File: config.mk
export PLATFORM = sky130hd
export DESIGN_NAME = uart_rx_baud_controller_flat
export DESIGN_NICKNAME = d
export VERILOG_FILES = /design/src/rtl/uart_rx_baud_controller_if.sv /design/src/rtl/uart_rx_baud_controller.sv /design/src/flat_wrapper.sv
export SDC_FILE = /design/constraint.sdc
export NUM_CORES = 1
export LEC_CHECK = 0
export CAP_MARGIN = 20
export CELL_PAD_IN_SITES_DETAIL_PLACEMENT = 0
export CELL_PAD_IN_SITES_GLOBAL_PLACEMENT = 1
export CORE_AREA = 4 4 119 121
export DETAILED_ROUTE_END_ITERATION = 10
export DIE_AREA = 0 0 123 125
export GPL_TIMING_DRIVEN = 1
export MAX_ROUTING_LAYER = met4
export PLACE_DENSITY_LB_ADDON = 0.1
export REMOVE_ABC_BUFFERS = 1
export SETUP_SLACK_MARGIN = 0.4
export SYNTH_ARGS = -nofsm -noshare
export SYNTH_HDL_FRONTEND = slang
export SYNTH_SLANG_ARGS = --single-unit
File: constraint.sdc
create_clock -name clk_in -period 12.15 [get_ports clk_in]
set_clock_uncertainty 0.15 [all_clocks]
set_input_delay 2.43 -clock clk_in [delete_from_list [all_inputs] [get_ports clk_in]]
set_output_delay 2.43 -clock clk_in [all_outputs]
set_load 0.02 [all_outputs]
File: src/rtl/uart_rx_baud_controller_if.sv
// Bundles the configuration, serial input and receive-side strobes of the UART RX baud controller.
interface uart_rx_baud_controller_if #(
    parameter int DATA_BITS = 8
);
    localparam int IDX_W = $clog2(DATA_BITS + 1);

    logic [31:0]          div_factor;
    logic                 rx_in;
    logic                 tick;
    logic                 sample_strobe;
    logic [IDX_W-1:0]     bit_index;
    logic [DATA_BITS-1:0] rx_data;
    logic                 rx_valid;
    logic                 frame_error;
    logic                 busy;

    modport master (
        output div_factor, rx_in,
        input  tick, sample_strobe, bit_index, rx_data, rx_valid, frame_error, busy
    );

    modport slave (
        input  div_factor, rx_in,
        output tick, sample_strobe, bit_index, rx_data, rx_valid, frame_error, busy
    );
endinterface

File: src/rtl/uart_rx_baud_controller.sv
// UART receive sequencer: oversample tick generation, start-bit centre alignment,
// per-bit centre strobes and byte assembly for a single serial line.
module uart_rx_baud_controller #(
    parameter int DATA_BITS  = 8,
    parameter int OVERSAMPLE = 16
) (
    input  logic                     clk_in,
    input  logic                     reset,
    uart_rx_baud_controller_if.slave bus
);
    localparam int IDX_W = $clog2(DATA_BITS + 1);
    localparam int OS_W  = $clog2(OVERSAMPLE);
    localparam logic [OS_W-1:0]  OS_HALF  = OS_W'(OVERSAMPLE / 2 - 1);
    localparam logic [OS_W-1:0]  OS_LAST  = OS_W'(OVERSAMPLE - 1);
    localparam logic [IDX_W-1:0] IDX_LAST = IDX_W'(DATA_BITS - 1);

    typedef enum logic [2:0] {IDLE, START, DATA, STOP, WAIT_HIGH} state_t;

    state_t               state, state_next;
    logic                 rx_meta, rx_sync, rx_prev;
    logic [31:0]          div_reg, tick_cnt;
    logic [OS_W-1:0]      os_cnt;
    logic [IDX_W-1:0]     bit_index;
    logic [DATA_BITS-1:0] shift_reg, rx_data;
    logic                 busy, tick, fall_edge;
    logic                 sample_strobe, rx_valid, frame_error;
    logic                 start_accept, shift_en;

    assign fall_edge = rx_prev & ~rx_sync;
    // >= rather than == so a tick counter left above a freshly loaded, smaller divisor still wraps.
    assign tick = (div_reg != 32'd0) && (tick_cnt >= div_reg - 32'd1);

    always_ff @(posedge clk_in) begin
        if (!reset) begin
            rx_meta <= 1'b1;
            rx_sync <= 1'b1;
            rx_prev <= 1'b1;
        end else begin
            rx_meta <= bus.rx_in;
            rx_sync <= rx_meta;
            rx_prev <= rx_sync;
        end
    end

    always_ff @(posedge clk_in) begin
        if (!reset) begin
            div_reg <= '0;
        end else if (state == IDLE) begin
            div_reg <= (bus.div_factor == 32'd0) ? 32'd1 : bus.div_factor;
        end
    end

    always_ff @(posedge clk_in) begin
        if (!reset || start_accept || tick) begin
            tick_cnt <= '0;
        end else begin
            tick_cnt <= tick_cnt + 32'd1;
        end
    end

    always_ff @(posedge clk_in) begin
        if (!reset || (state_next != state)) begin
            os_cnt <= '0;
        end else if (tick) begin
            os_cnt <= (os_cnt == OS_LAST) ? '0 : os_cnt + OS_W'(1);
        end
    end

    always_ff @(posedge clk_in) begin
        if (!reset) begin
            state <= IDLE;
        end else begin
            state <= state_next;
        end
    end

    always_comb begin
        state_next    = state;
        sample_strobe = 1'b0;
        rx_valid      = 1'b0;
        frame_error   = 1'b0;
        start_accept  = 1'b0;
        shift_en      = 1'b0;
        case (state)
            IDLE: begin
                if (fall_edge) begin
                    state_next   = START;
                    start_accept = 1'b1;
                end
            end
            START: begin
                if (tick && os_cnt == OS_HALF) begin
                    sample_strobe = 1'b1;
                    state_next    = rx_sync ? IDLE : DATA;
                end
            end
            DATA: begin
                if (tick && os_cnt == OS_LAST) begin
                    sample_strobe = 1'b1;
                    shift_en      = 1'b1;
                    if (bit_index == IDX_LAST) state_next = STOP;
                end
            end
            STOP: begin
                if (tick && os_cnt == OS_LAST) begin
                    sample_strobe = 1'b1;
                    rx_valid      = 1'b1;
                    frame_error   = ~rx_sync;
                    state_next    = rx_sync ? IDLE : WAIT_HIGH;
                end
            end
            WAIT_HIGH: begin
                if (rx_sync) state_next = IDLE;
            end
            default: state_next = IDLE;
        endcase
    end

    always_ff @(posedge clk_in) begin
        if (!reset) begin
            shift_reg <= '0;
            rx_data   <= '0;
            bit_index <= '0;
            busy      <= 1'b0;
        end else begin
            busy <= (state_next != IDLE);
            if (state == START && state_next == DATA) begin
                bit_index <= '0;
            end else if (shift_en) begin
                bit_index <= bit_index + IDX_W'(1);
            end
            if (shift_en) shift_reg <= {rx_sync, shift_reg[DATA_BITS-1:1]};
            if (rx_valid) rx_data <= shift_reg;
        end
    end

    assign bus.tick          = tick;
    assign bus.sample_strobe = sample_strobe;
    assign bus.bit_index     = bit_index;
    assign bus.rx_data       = rx_data;
    assign bus.rx_valid      = rx_valid;
    assign bus.frame_error   = frame_error;
    assign bus.busy          = busy;
endmodule

File: src/flat_wrapper.sv
// flat-port wrapper written by rule: the top's interface ports become plain ports
module uart_rx_baud_controller_flat 
#(
    parameter int DATA_BITS  = 8,
    parameter int OVERSAMPLE = 16
)
  (clk_in, reset, bus_div_factor, bus_rx_in, bus_tick, bus_sample_strobe, bus_bit_index, bus_rx_data, bus_rx_valid, bus_frame_error, bus_busy);
  uart_rx_baud_controller_if #(.DATA_BITS(DATA_BITS)) bus_i ();
  input  logic clk_in;
  input  logic reset;
  input wire logic [$bits(bus_i.div_factor)-1:0] bus_div_factor;
  input wire logic [$bits(bus_i.rx_in)-1:0] bus_rx_in;
  output wire logic [$bits(bus_i.tick)-1:0] bus_tick;
  output wire logic [$bits(bus_i.sample_strobe)-1:0] bus_sample_strobe;
  output wire logic [$bits(bus_i.bit_index)-1:0] bus_bit_index;
  output wire logic [$bits(bus_i.rx_data)-1:0] bus_rx_data;
  output wire logic [$bits(bus_i.rx_valid)-1:0] bus_rx_valid;
  output wire logic [$bits(bus_i.frame_error)-1:0] bus_frame_error;
  output wire logic [$bits(bus_i.busy)-1:0] bus_busy;
  assign bus_i.div_factor = bus_div_factor;
  assign bus_i.rx_in = bus_rx_in;
  assign bus_tick = bus_i.tick;
  assign bus_sample_strobe = bus_i.sample_strobe;
  assign bus_bit_index = bus_i.bit_index;
  assign bus_rx_data = bus_i.rx_data;
  assign bus_rx_valid = bus_i.rx_valid;
  assign bus_frame_error = bus_i.frame_error;
  assign bus_busy = bus_i.busy;
  uart_rx_baud_controller #(.DATA_BITS(DATA_BITS), .OVERSAMPLE(OVERSAMPLE)) u_core (.clk_in(clk_in), .reset(reset), .bus(bus_i));
endmodule
After elaboration in Yosys (flattened, before gate mapping)

Index checks and enable logic that the tools add are counted.

$add $sub $neg: 4
$mul: 0
Divide/modulo/power cells: 0
Order comparisons: 1
Equal/unequal tests: 9
Shifts and indexed selects: 0
Multiplexer cells: 20
Bitwise operators: 3
Reductions and logical operators: 14

Operator list:

| cell                    | count |
|---|---|
| $add A32 B1 Y32 const B | 1 |
| $ge A32 B32 Y1          | 1 |
| $logic_not A32 Y1       | 1 |
| $mux W32                | 1 |
| $reduce_bool A32 Y1     | 1 |
| $sub A32 B1 Y32 const B | 1 |
| $mux W3                 | 7 |
| $pmux W3 S5             | 1 |
| $eq A3 B2 Y1 const B    | 3 |
| $add A4 B1 Y4 const B   | 2 |
| $eq A4 B3 Y1 const B    | 2 |
| $mux W1                 | 8 |
| $eq A4 B4 Y1 const B    | 1 |
| $logic_and A1 B1 Y1     | 4 |
| $mux W4                 | 1 |
| $reduce_or A2 Y1        | 2 |
| $eq A3 B1 Y1 const B    | 1 |
| $eq A3 B3 Y1 const B    | 1 |
| $logic_not A3 Y1        | 1 |
| $logic_or A1 B1 Y1      | 3 |
| $ne A3 B3 Y1            | 1 |
| $reduce_bool A3 Y1      | 1 |
| $mux W2                 | 1 |
| $not A1 Y1              | 2 |
| other kinds (3)         | 3 |

Bits in registers: 95
Latch bits: 0
Memory bits (writable): 0
Memory bits (read-only): 0
Input port bits: 35
Word-level logic and storage cells: 62
Memories kept: 0

Logic depth before layout (Yosys ltp)

Gate-level depths: netlist of the first run.

Word-level depth: 9
Gate-level depth with buffers: 16
Mapped depth without buffers: 16

Least setup slack after synthesis of the first run

OpenSTA, ideal clock, no wires.

Path kind: reg-to-output
Start point: reg u_core.div_reg[2]
End point: out bus_frame_error
Arrival: 3.553 ns
Data required time: 9.570 ns
Setup slack: 6.017 ns
Stages on the path, launching flop included: 15
Path buffers: 1
Cells stage by stage: dfxtp_1 -> nor4_4 -> nand3_1 -> nor3_1 -> nand2_1 -> nor4b_1 -> xnor2_1 -> ha_1 -> nand4_1 -> nor4_1 -> inv_1 -> a311oi_4 -> o21ai_1 -> buf_4 -> nor2_1

Longest elaborated chain between the ends: 6

Ends and longest elaborated chain:

| item                    | line                           | source |
|---|---|---|
| from (decl)             | uart_rx_baud_controller.sv:21  | `logic [31:0] div_reg, tick_cnt;` |
| from (signal assigned)  | uart_rx_baud_controller.sv:49  | `div_reg <= (bus.div_factor == 32'd0) ? 32'd1 : bus.div_factor;` |
| $sub A32 B1 Y32         | uart_rx_baud_controller.sv:31  | `assign tick = (div_reg != 32'd0) && (tick_cnt >= div_reg - 32'd1);` |
| $ge A32 B32 Y1          | uart_rx_baud_controller.sv:31  |  |
| $logic_and A1 B1 Y1 (*) | uart_rx_baud_controller.sv:31  |  |
| $logic_and A1 B1 Y1 (*) | uart_rx_baud_controller.sv:105 | `if (tick && os_cnt == OS_LAST) begin` |
| $mux W1 (*)             | uart_rx_baud_controller.sv:105 |  |
| $mux W1 (*)             | uart_rx_baud_controller.sv:84  | `case (state)` |
| to (decl)               | flat_wrapper.sv:18             | `output wire logic [$bits(bus_i.frame_error)-1:0] bus_frame_error;` |

Mark *: on every way between the ends. The rest lies on a longest branch, timed or not.

Final worst setup path of the first run

Start point: reg u_core.div_reg[6]
End point: out bus_frame_error

Same word-level chain as after synthesis.

==> results.md, run 1 <==
* Status: finished clean
* Hold WC Path Type: reg -> reg
* Placement row count at 42
* DIE HEIGHT at 125 um
* GPL Wtd Cong at 0.811
* WP data arrival at 4870 ps
* Async set-reset flop share out of synthesis at 0%
* Relative slew slack at 38.6%
* Final setup violating endpoints at 0
* Drt drc at 0
* Yosys reg bits at 95
* Fin Hold WS at 264 ps
* Clk Latency, worst-skew pair at 360 ps
* Most frequent cells in the layout: nand2_1 (97), dfxtp_1 (95), nor2_1 (63)
* Final Hold Fails at 0
* Mean Syn Cell Area at 8.53 um^2
* Largest net degree at the start of global routing at 51
* Net Switching at 0.192 mW
* Peak supply drop at 71.5 uV
* Top Family by Delay on Critical Path: simple AND/OR/NAND/NOR gates
* Startpoint Class: register
* Core ar. at 13100 um^2
* Clock power frac at 41.2%
* Synthesized area at 5260 um^2
* Post-CTS Hold Fix Bufs at 0
* Fin. max-slew vios at 0
* Leading register cell type out of synthesis: dfxtp_1
* Seq/Total Area, Yosys at 36.1%
* Setup TNS at 0 ps
* CTS Root Cell: clkbuf_16
* Design area at 6260 um^2
* TritonCTS clock tree: done
* Fin worst setup slack at 4700 ps
* DP Worst Slack at 5070 ps
* Data required time of the worst path at 9570 ps
* Part of the power in registers at 47.7%
* Initial Utilization at 40.2%
* Initial antenna violation count at 0
* GRT Overall Usage at 17.9%
* Post-CTS setup buffer count at 0
* Post-synthesis cell count at 617
* WS Path Type: reg -> out
* Total global routing overflow at 0
* DIE WIDTH at 123 um
* Post-DRT Antenna Nets at 0
* Longest Clk Path Bufs at 2
* Wire length per cell at 15.0 um
* Ratio of cells with drive above 1 in the final layout at 5.22%
* RSZ-0062 raised after global routing: false
* Post-CTS sizing at 0
* Number of library cell types mapped by synthesis at 53
* Fmax at 134 MHz
* Port Buffers at 51
* Clock sink total at 95
* Post-synth EDFFs at 0
* Top-level port count at 52
* Clock transition at path regs at 80 ps
* Fin crit period at 7450 ps
* Wirelength, routed at 12700 um
* Crit path buffers/inverters at 3
* TritonCTS buffer count at 9
* Slowest CP cell: clkdlybuf4s50_1
* Placed Area at 5970 um^2
* Detailed Place HPWL at 9720 um
* Gate power share at 11.1%
* Most used cell, CP: nor4_1
* Max-Cap Viols at 0
* Internal power at 0.502 mW
* Final Cycle Share at 61.3%
* Crit path cell chain: nor4_2 -> nand3_1 -> nor3_1 -> nand2_1 -> nor4_1 -> xnor2_1 -> ha_1 -> nand4_1 -> nor4_1 -> inv_1 -> a311oi_4 -> o21ai_1 -> buf_4 -> nor2_1 -> clkdlybuf4s50_1
* Lkg Pwr at 2.45 nW
* Worst Path Max Fanout at 11
* # nets final at 737
* Most common cell after layout, fill and taps aside: nand2_1
* Least-Margin Pin Slew at 913 ps
* Vias in the first global route at 4333
* Vias post-DR at 4356
* CTS H-tree lvls at 3
* Syn. warnings at 0
* Sw frac at 27.7%
* Fillers at 1309
* Endpoint kind of the worst setup timing path: primary output
* Global-route wire length before repair at 21300 um
* Power Dens Cells at 111 nW/um^2
* Largest stage delay, worst path at 620 ps
* DRT iter0 DRCs at 170
* DRT Pass-1 Iters at 4
* Full die area at 15400 um^2
* Power, Total at 0.695 mW
* Ant diodes at 0
* Via density at 5.15
* Area growth syn-to-layout at 19.0%
==> final cells by class <==
cell class                      count  area (um^2)  share of cell area [%]
Clock buffer                        9          225                    3.60
Clock inverter                      7         70.1                    1.12
Inverter                           12         45.0                   0.719
Multi-Input combinational cell    490         3240                    51.7
Sequential cell                    95         1900                    30.4
Tap cell                          176          220                    3.52
Timing Repair Buffer               57          563                    8.99
==> kinds of logic after synthesis <==
logic type,after synthesis,share of synthesized area (%)
AOI/OAI and AO/OA,81,10.8
xor gates and xnor gates,63,10.5
adders and majority gates,37,8.80
buffers and inverters,32,2.42
DFF,95,36.1
muxes,18,3.42
and+or+nand+nor,291,27.9
==> worst reg2reg max path: stages (launching register included) <==
cell and delay (ps):
dfxtp_1 380, nor4_2 430, nand3_1 210, nor3_1 510, nand2_1 160, nor4_1 250, xnor2_1 110, ha_1 320
nand4_1 160, nor4_1 300, inv_1 110, a311oi_4 510, nor2_4 120, o31ai_1 580, nor2_1 110
==> cell usage after synthesis, drive strengths merged (13+ instances only) <==
cell type	count	area (um^2)
o21ai	13	65.1
nor2	64	248
a21boi	31	233
clkbuf	18	67.6
nand2	97	364
nor3	18	90.1
ha	37	463
nand3	25	125
xor2	32	280
nor4	19	183
mux2i	18	180
a21oi	18	93.8
xnor2	31	272
nor2b	18	113
dfxtp	95	1900
nand4	13	81.3
==> power groups by stage <==
stage | sequential (mW) | combinational, mW | clock (mW)
2_1_floorplan | 0.336 | 0.0472 | 0
3_3_place_gp | 0.338 | 0.0759 | 0
3_5_place_dp | 0.339 | 0.0773 | 0
4_1_cts | 0.331 | 0.0781 | 0.296
5_1_grt | 0.333 | 0.0877 | 0.309
6_report | 0.331 | 0.0768 | 0.287
==> path summary, 6_finish.rpt <==
path	from	to	slack [ps]	depth (start not counted)
max	u_core.div_reg[6]$_SDFFE_PN0P_	bus_frame_error	4700	15
min	u_core.rx_meta$_SDFF_PN1_	u_core.rx_sync$_SDFF_PN1_	260	1
max reg2reg	u_core.div_reg[6]$_SDFFE_PN0P_	u_core.bus.bit_index[1]$_SDFFE_PP0P_	7610	14
min reg2reg	u_core.rx_meta$_SDFF_PN1_	u_core.rx_sync$_SDFF_PN1_	260	1
==> metrics by stage <==
step | util, % | std cells
6_report | 47.9 | 846
4_1_cts | 47.9 | 846
3_3_place_gp | 45.5 | 829
5_1_grt | 47.9 | 846
3_5_place_dp | 45.6 | 830
2_1_floorplan | - | 597
==> layer usage <==
metal	vias to the layer above	part of all wire (%)	global-route usage, %	wire, um
li1	2241	-	-	-
met1	2032	48	22.7	6040
met2	68	47	28.3	5970
met3	15	3.7	4.61	463
met4	0	1.5	5.21	192
met5	-	0	-	0
(Power assumes the default switching activity.)
==> inputs of run 2 (changes only) <==
==> constraint.sdc (replaced) <==
create_clock -name clk_in -period 7.4 [get_ports clk_in]
set_clock_uncertainty 0.15 [all_clocks]
set_input_delay 1.48 -clock clk_in [delete_from_list [all_inputs] [get_ports clk_in]]
set_output_delay 1.48 -clock clk_in [all_outputs]
set_load 0.02 [all_outputs]
==> run 2 against run 1 <==
Via count fell by 0.37%. Count of clock-buffer cells in the layout did not move. Sequential power rose by 65%. Die area did not move. Wire length barely moved. Largest power group unchanged. Highest routed layer unchanged. Clock power rose by 51%. Critical path type unchanged. Setup slack got worse by 3700 ps. Combinational power rose by 64%.
==> results.md, run 2 (same netlist as run 1, synthesis figures left out) <==
* Status: finished clean
* Most frequent cells in the layout: nand2_1 (97), dfxtp_1 (95), nor2_1 (63)
* Fin crit period at 6420 ps
* Post-DRT Antenna Nets at 0 (unchanged)
* Setup slack, reg-to-reg at 2800 ps (-4810 ps)
* Worst setup startpoint: u_core.div_reg[2]$_SDFFE_PN0P_
* Final Hold Fails at 0 (unchanged)
* Longest Clk Path Bufs at 2 (unchanged)
* Hold WC Path Type: reg -> reg
* Crit path cell chain: nor4_4 -> nand3_1 -> nor3_2 -> nand2_1 -> nor4b_1 -> xnor2_1 -> ha_1 -> nand4_1 -> nor4_1 -> inv_1 -> a311oi_4 -> o21ai_1 -> buf_4 -> nor2_1 -> clkdlybuf4s50_1
* Max-Cap Viols at 0 (unchanged)
* TritonCTS clock tree: done
* Post-CTS Hold Fix Bufs at 0 (unchanged)
* Wirelength, routed at 12700 um (about the same)
* Hold Startpoint: u_core.rx_meta$_SDFF_PN1_
* Vias post-DR at 4340 (-0.37%)
* Lkg Pwr at 2.44 nW (-0.41%)
* DRT Pass-1 Iters at 6 (+2)
* Final setup violating endpoints at 0 (unchanged)
* Total global routing overflow at 0 (unchanged)
* CTS Root Cell: clkbuf_16
* Largest net degree at the start of global routing at 60 (+18%)
* DIE HEIGHT at 125 um (unchanged)
* DIE WIDTH at 123 um (unchanged)
* Global-route wire length before repair at 21100 um (-0.62%)
* Top-level port count at 52 (unchanged)
* Peak supply drop at 81.2 uV (+14%)
* CTS H-tree lvls at 3 (unchanged)
* Fin Hold WS at 261 ps (-2.78 ps)
* Largest stage delay, worst path at 620 ps (about the same)
* Core ar. at 13100 um^2 (unchanged)
* Drt drc at 0 (unchanged)
* Layout Utilization at 47.7% (-0.14 points)
* Vias in the first global route at 4342 (+0.21%)
* WP data arrival at 4790 ps (-80 ps)
* Clk Latency, worst-skew pair at 350 ps (about the same)
* Final Cycle Share at 86.8%
* Wire length per cell at 15.0 um (about the same)
* Power Dens Cells at 177 nW/um^2 (+59%)
* DRT iter0 DRCs at 209 (+23%)
* Least-Margin Pin Slew at 1050 ps (+135 ps)
* Clock sink total at 95 (unchanged)
* Ratio of cells with drive above 1 in the final layout at 5.38% (+0.16 points)
* GPL Wtd Cong at 0.787 (-3.1%)
* Area growth syn-to-layout at 18.7%
* Initial Utilization at 40.2% (unchanged)
* Design area at 6240 um^2 (-0.30%)
* Endpoint kind of the worst setup timing path: primary output
* Fillers at 1332 (+1.8%)
* Startpoint Class: register
* Placement row count at 42 (unchanged)
* # nets final at 737 (unchanged)
* Data required time of the worst path at 5770 ps (-3800 ps)
* WS Path Type: reg -> out
* Port Buffers at 51 (unchanged)
* Via density at 5.14 (-0.25%)
* R2R depth at 15 (+1)
* Fin. max-slew vios at 0 (unchanged)
* Fmax at 156 MHz
* TritonCTS buffer count at 9 (unchanged)
* Placed insts at 830 (unchanged)
* Finished Layout Cells at 845 (-0.12%)
* Slowest CP cell: clkdlybuf4s50_1
* RSZ-0062 raised after global routing: false
* Most common cell after layout, fill and taps aside: nand2_1
* Relative slew slack at 29.5% (-9.1 points)
* Full die area at 15400 um^2 (unchanged)
* Worst R2R Start: u_core.div_reg[2]$_SDFFE_PN0P_
* Clock transition at path regs at 70 ps (about the same)
* Worst Path Max Fanout at 11 (unchanged)
* GRT Overall Usage at 17.8% (-0.15 points)
* RR Endpoint: u_core.tick_cnt[13]$_SDFF_PP0_
* Setup crit end: bus_frame_error
* Placed Area at 5960 um^2 (-0.13%)
* Detailed Place HPWL at 9630 um (-0.89%)
* Setup TNS at 0 ps (unchanged)
* Ant diodes at 0 (unchanged)
* Initial antenna violation count at 0 (unchanged)
[run 2: power by group]
part	total (mW)	switching (mW)	internal (mW)
clock network	0.434	0.206	0.228
logic	0.126	0.0663	0.0596
registers	0.545	0.0195	0.525
total	1.10	0.291	0.813
[run 2: how the worst min path moves through the flow]
| stage | end | slack [ps] | cells past startpoint |
|---|---|---|---|
| 2_1_floorplan | u_core.rx_sync$_SDFF_PN1_ | 240 | 1 |
| 3_3_place_gp | u_core.rx_sync$_SDFF_PN1_ | 240 | 1 |
| 3_5_place_dp | u_core.rx_sync$_SDFF_PN1_ | 240 | 1 |
| 4_1_cts | u_core.rx_sync$_SDFF_PN1_ | 260 | 1 |
| 5_1_grt | u_core.rx_sync$_SDFF_PN1_ | 310 | 1 |
| 6_report | u_core.rx_sync$_SDFF_PN1_ | 260 | 1 |
[run 2: cell type report]
class | count | area, um^2 | share of cell area, %
Multi-Input combinational cell | 490 | 3250 | 52.0
Sequential cell | 95 | 1900 | 30.5
Timing Repair Buffer | 57 | 556 | 8.90
Clock buffer | 9 | 225 | 3.61
Tap cell | 176 | 220 | 3.53
Clock inverter | 6 | 48.8 | 0.781
Inverter | 12 | 45.0 | 0.721
[run 2: metrics by stage]
stage / power (mW) / setup slack (ps)
floorplan: 0.629 / 2050
global placement: 0.681 / 1410
detailed placement: 0.683 / 1190
CTS: 1.12 / 779
global route: 1.16 / 465
finish: 1.10 / 975
[run 2: routing by layer]
layer / wire length [um] / part of all wire, % / vias to the layer above / track usage [%]
li1: - / - / 2234 / -
met5: 0 / 0 / - / -
met2: 5680 / 45 / 90 / 26.8
met1: 6080 / 48 / 1991 / 23.3
met4: 452 / 3.6 / 0 / 8.66
met3: 438 / 3.5 / 25 / 2.66
[run 2: what timing repair did]
action | 4_1_cts | 5_1_grt
setup buffers | 0 | 0
resized for setup | 0 | 2
endpoints found under the setup margin | 0 | 2
[run 2: critical path: cells and delay by family (launching register included)]
kind / cells / cell delay [ps]
adder cells (fa/ha/maj): 1 / 300
buffers and inverters: 3 / 950
flip-flops: 1 / 370
AO/OA/AOI/OAI: 2 / 610
XOR/XNOR: 1 / 110
AND/OR/NAND/NOR: 8 / 2100
==> inputs of run 3 (changes only) <==
==> constraint.sdc (replaced) <==
create_clock -name clk_in -period 7.85 [get_ports clk_in]
set_clock_uncertainty 0.15 [all_clocks]
set_input_delay 1.57 -clock clk_in [delete_from_list [all_inputs] [get_ports clk_in]]
set_output_delay 1.57 -clock clk_in [all_outputs]
set_load 0.02 [all_outputs]
==> run 3 against run 2 <==
Critical path depth stayed put. Sequential share of layout area barely moved. Die area did not move. Global-route usage rose by 0.073 points. Via count grew 0.46%. Clock power shrank 1%. Power is 4.0% lower. Utilization increased by 0.057 points. Sequential cell count is the same. Setup slack better by 310 ps. Final cell count up 0.12%. Sequential power shrank 5.9%.
==> results.md, run 3 (same netlist as run 1, synthesis figures left out) <==
* Final setup violating endpoints at 0 (unchanged)
* Data required time of the worst path at 6130 ps (+360 ps)
* Setup slack, reg-to-reg at 3300 ps (+500 ps)
* Largest stage delay, worst path at 620 ps (about the same)
* Post-CTS Hold Fix Bufs at 0 (unchanged)
* # nets final at 737 (unchanged)
* Lkg Pwr at 2.44 nW (+0.20%)
* WP data arrival at 4840 ps (+50 ps)
* Worst Path Max Fanout at 11 (unchanged)
* CTS H-tree lvls at 3 (unchanged)
* Post-DRT Antenna Nets at 0 (unchanged)
* DIE WIDTH at 123 um (unchanged)
* Vias post-DR at 4360 (+0.46%)
* GPL Wtd Cong at 0.811 (+3.2%)
* Peak supply drop at 82.4 uV (+1.5%)
* Endpoint kind of the worst setup timing path: primary output
* Post-CTS sizing at 0 (unchanged)
* Sequential Area at 1900 um^2 (unchanged)
* Most common cell after layout, fill and taps aside: nand2_1
* Longest Clk Path Bufs at 2 (unchanged)
* TritonCTS clock tree: done
* R2R depth at 14 (-1)
* Least-Margin Pin Slew at 977 ps (-71.1 ps)
* Clock transition at path regs at 70 ps (about the same)
* Total global routing overflow at 0 (unchanged)
* Full die area at 15400 um^2 (unchanged)
* Finished Layout Cells at 846 (+0.12%)
* RSZ-0062 raised after global routing: false
* Wire length per cell at 14.9 um (-0.77%)
* Worst R2R Start: u_core.div_reg[2]$_SDFFE_PN0P_
* Fin Hold WS at 265 ps (+3.61 ps)
* GRT Overall Usage at 17.9% (+0.073 points)
* Fillers at 1299 (-2.5%)
* Power, Total at 1.06 mW (-4.0%)
* Slowest CP cell: clkdlybuf4s50_1
* Max-Cap Viols at 0 (unchanged)
* Setup TNS at 0 ps (unchanged)
* Core ar. at 13100 um^2 (unchanged)
* CTS Root Cell: clkbuf_16
* Hold WC Path Type: reg -> reg
* Area growth syn-to-layout at 18.8%
* Final Cycle Share at 83.6%
* WS Path Type: reg -> out
* Area of the multi-input gates at 3240 um^2 (-0.31%)
* Drt drc at 0 (unchanged)
* Power Dens Cells at 170 nW/um^2 (-4.1%)
* TritonCTS buffer count at 9 (unchanged)
* Vias in the first global route at 4287 (-1.3%)
* Port Buffers at 51 (unchanged)
* Top-level port count at 52 (unchanged)
* Final Hold Fails at 0 (unchanged)
* RR Endpoint: u_core.bus.bit_index[1]$_SDFFE_PP0P_
* Clock sink total at 95 (unchanged)
* Initial Utilization at 40.2% (unchanged)
* Initial antenna violation count at 0 (unchanged)
* Relative slew slack at 34.3% (+4.8 points)
* Clk Latency, worst-skew pair at 350 ps (about the same)
* Placed insts at 830 (unchanged)
* Most frequent cells in the layout: nand2_1 (97), dfxtp_1 (95), nor2_1 (63)
* DRT Pass-1 Iters at 4 (-2)
* Worst Hold Depth at 1 (unchanged)
* Setup crit end: bus_frame_error
* Worst setup startpoint: u_core.div_reg[2]$_SDFFE_PN0P_
* Fmax at 152 MHz
* Wirelength, routed at 12600 um (-0.65%)
* Post-CTS setup buffer count at 0 (unchanged)
* Global-route wire length before repair at 21300 um (+0.55%)
* Via density at 5.15 (+0.34%)
* Placement row count at 42 (unchanged)
* Fin. max-slew vios at 0 (unchanged)
* Ant diodes at 0 (unchanged)
* DRT iter0 DRCs at 198 (-5.3%)
* Ratio of cells with drive above 1 in the final layout at 5.22% (-0.16 points)
* Most used cell, CP: nor4_1
* Cell depth of the worst setup path at 15 (unchanged)
* Status: finished clean
* Crit path buffers/inverters at 3 (unchanged)
* Largest net degree at the start of global routing at 51 (-15%)
* Top Family by Delay on Critical Path: simple AND/OR/NAND/NOR gates
* DIE HEIGHT at 125 um (unchanged)
* Fin crit period at 6560 ps
* Startpoint Class: register
* Crit path cell chain: nor4_4 -> nand3_1 -> nor3_1 -> nand2_1 -> nor4_1 -> xnor2_1 -> ha_1 -> nand4_1 -> nor4_1 -> inv_1 -> a311oi_4 -> o21ai_1 -> buf_4 -> nor2_1 -> clkdlybuf4s50_1
* Detailed Place HPWL at 9700 um (+0.68%)
run 3: layer usage:
| layer | part of all wire (%) | GRT usage (%) |
|---|---|---|
| met5 | 0 | - |
| met4 | 2.6 | 7.43 |
| met3 | 2.9 | 2.53 |
| met2 | 47 | 27.3 |
| met1 | 48 | 23.6 |
run 3: worst reg2reg max path, cell delays in order (launching register included):
cell and delay [ps]:
dfxtp_1 380, nor4_4 430, nand3_1 220, nor3_1 520, nand2_1 160, nor4_1 250
xnor2_1 120, ha_1 320, nand4_1 160, nor4_1 300, inv_1 110, a311oi_4 510
nor2_4 120, o31ai_1 590, nor2_1 110
run 3: final cells by class:
cell class,count,share of cell area (%)
multi-input cells,490,51.8
flip-flops and latches,95,30.4
repair buffers,57,9.01
clock buffers,9,3.60
well taps,176,3.52
clock inverters,7,0.941
inverters,12,0.720
run 3: power by group:
part	switching, mW	total [mW]	leakage, nW	internal (mW)
Clock	0.207	0.429	0.139	0.221
Combinational	0.0621	0.119	1.53	0.0564
Sequential	0.0182	0.513	0.775	0.495
Total	0.288	1.06	2.44	0.773
run 3: through the flow:
step                worst slack (ps)  utilization (%)  instance area, um^2
floorplan                       2410                -                 5180
global placement                1750             45.5                 5950
detailed placement              1670             45.6                 5970
CTS                             1220             47.8                 6250
global route                     632             47.8                 6250
finish                          1290             47.8                 6250
run 3: worst min path at each step:
| stage | start | to | slack, ps |
|---|---|---|---|
| detailed placement | u_core.rx_meta$_SDFF_PN1_ | u_core.rx_sync$_SDFF_PN1_ | 250 |
| global placement | u_core.rx_meta$_SDFF_PN1_ | u_core.rx_sync$_SDFF_PN1_ | 250 |
| finish | u_core.rx_meta$_SDFF_PN1_ | u_core.rx_sync$_SDFF_PN1_ | 260 |
| floorplan | u_core.rx_meta$_SDFF_PN1_ | u_core.rx_sync$_SDFF_PN1_ | 240 |
| CTS | u_core.rx_meta$_SDFF_PN1_ | u_core.rx_sync$_SDFF_PN1_ | 270 |
| global route | u_core.rx_meta$_SDFF_PN1_ | u_core.rx_sync$_SDFF_PN1_ | 290 |
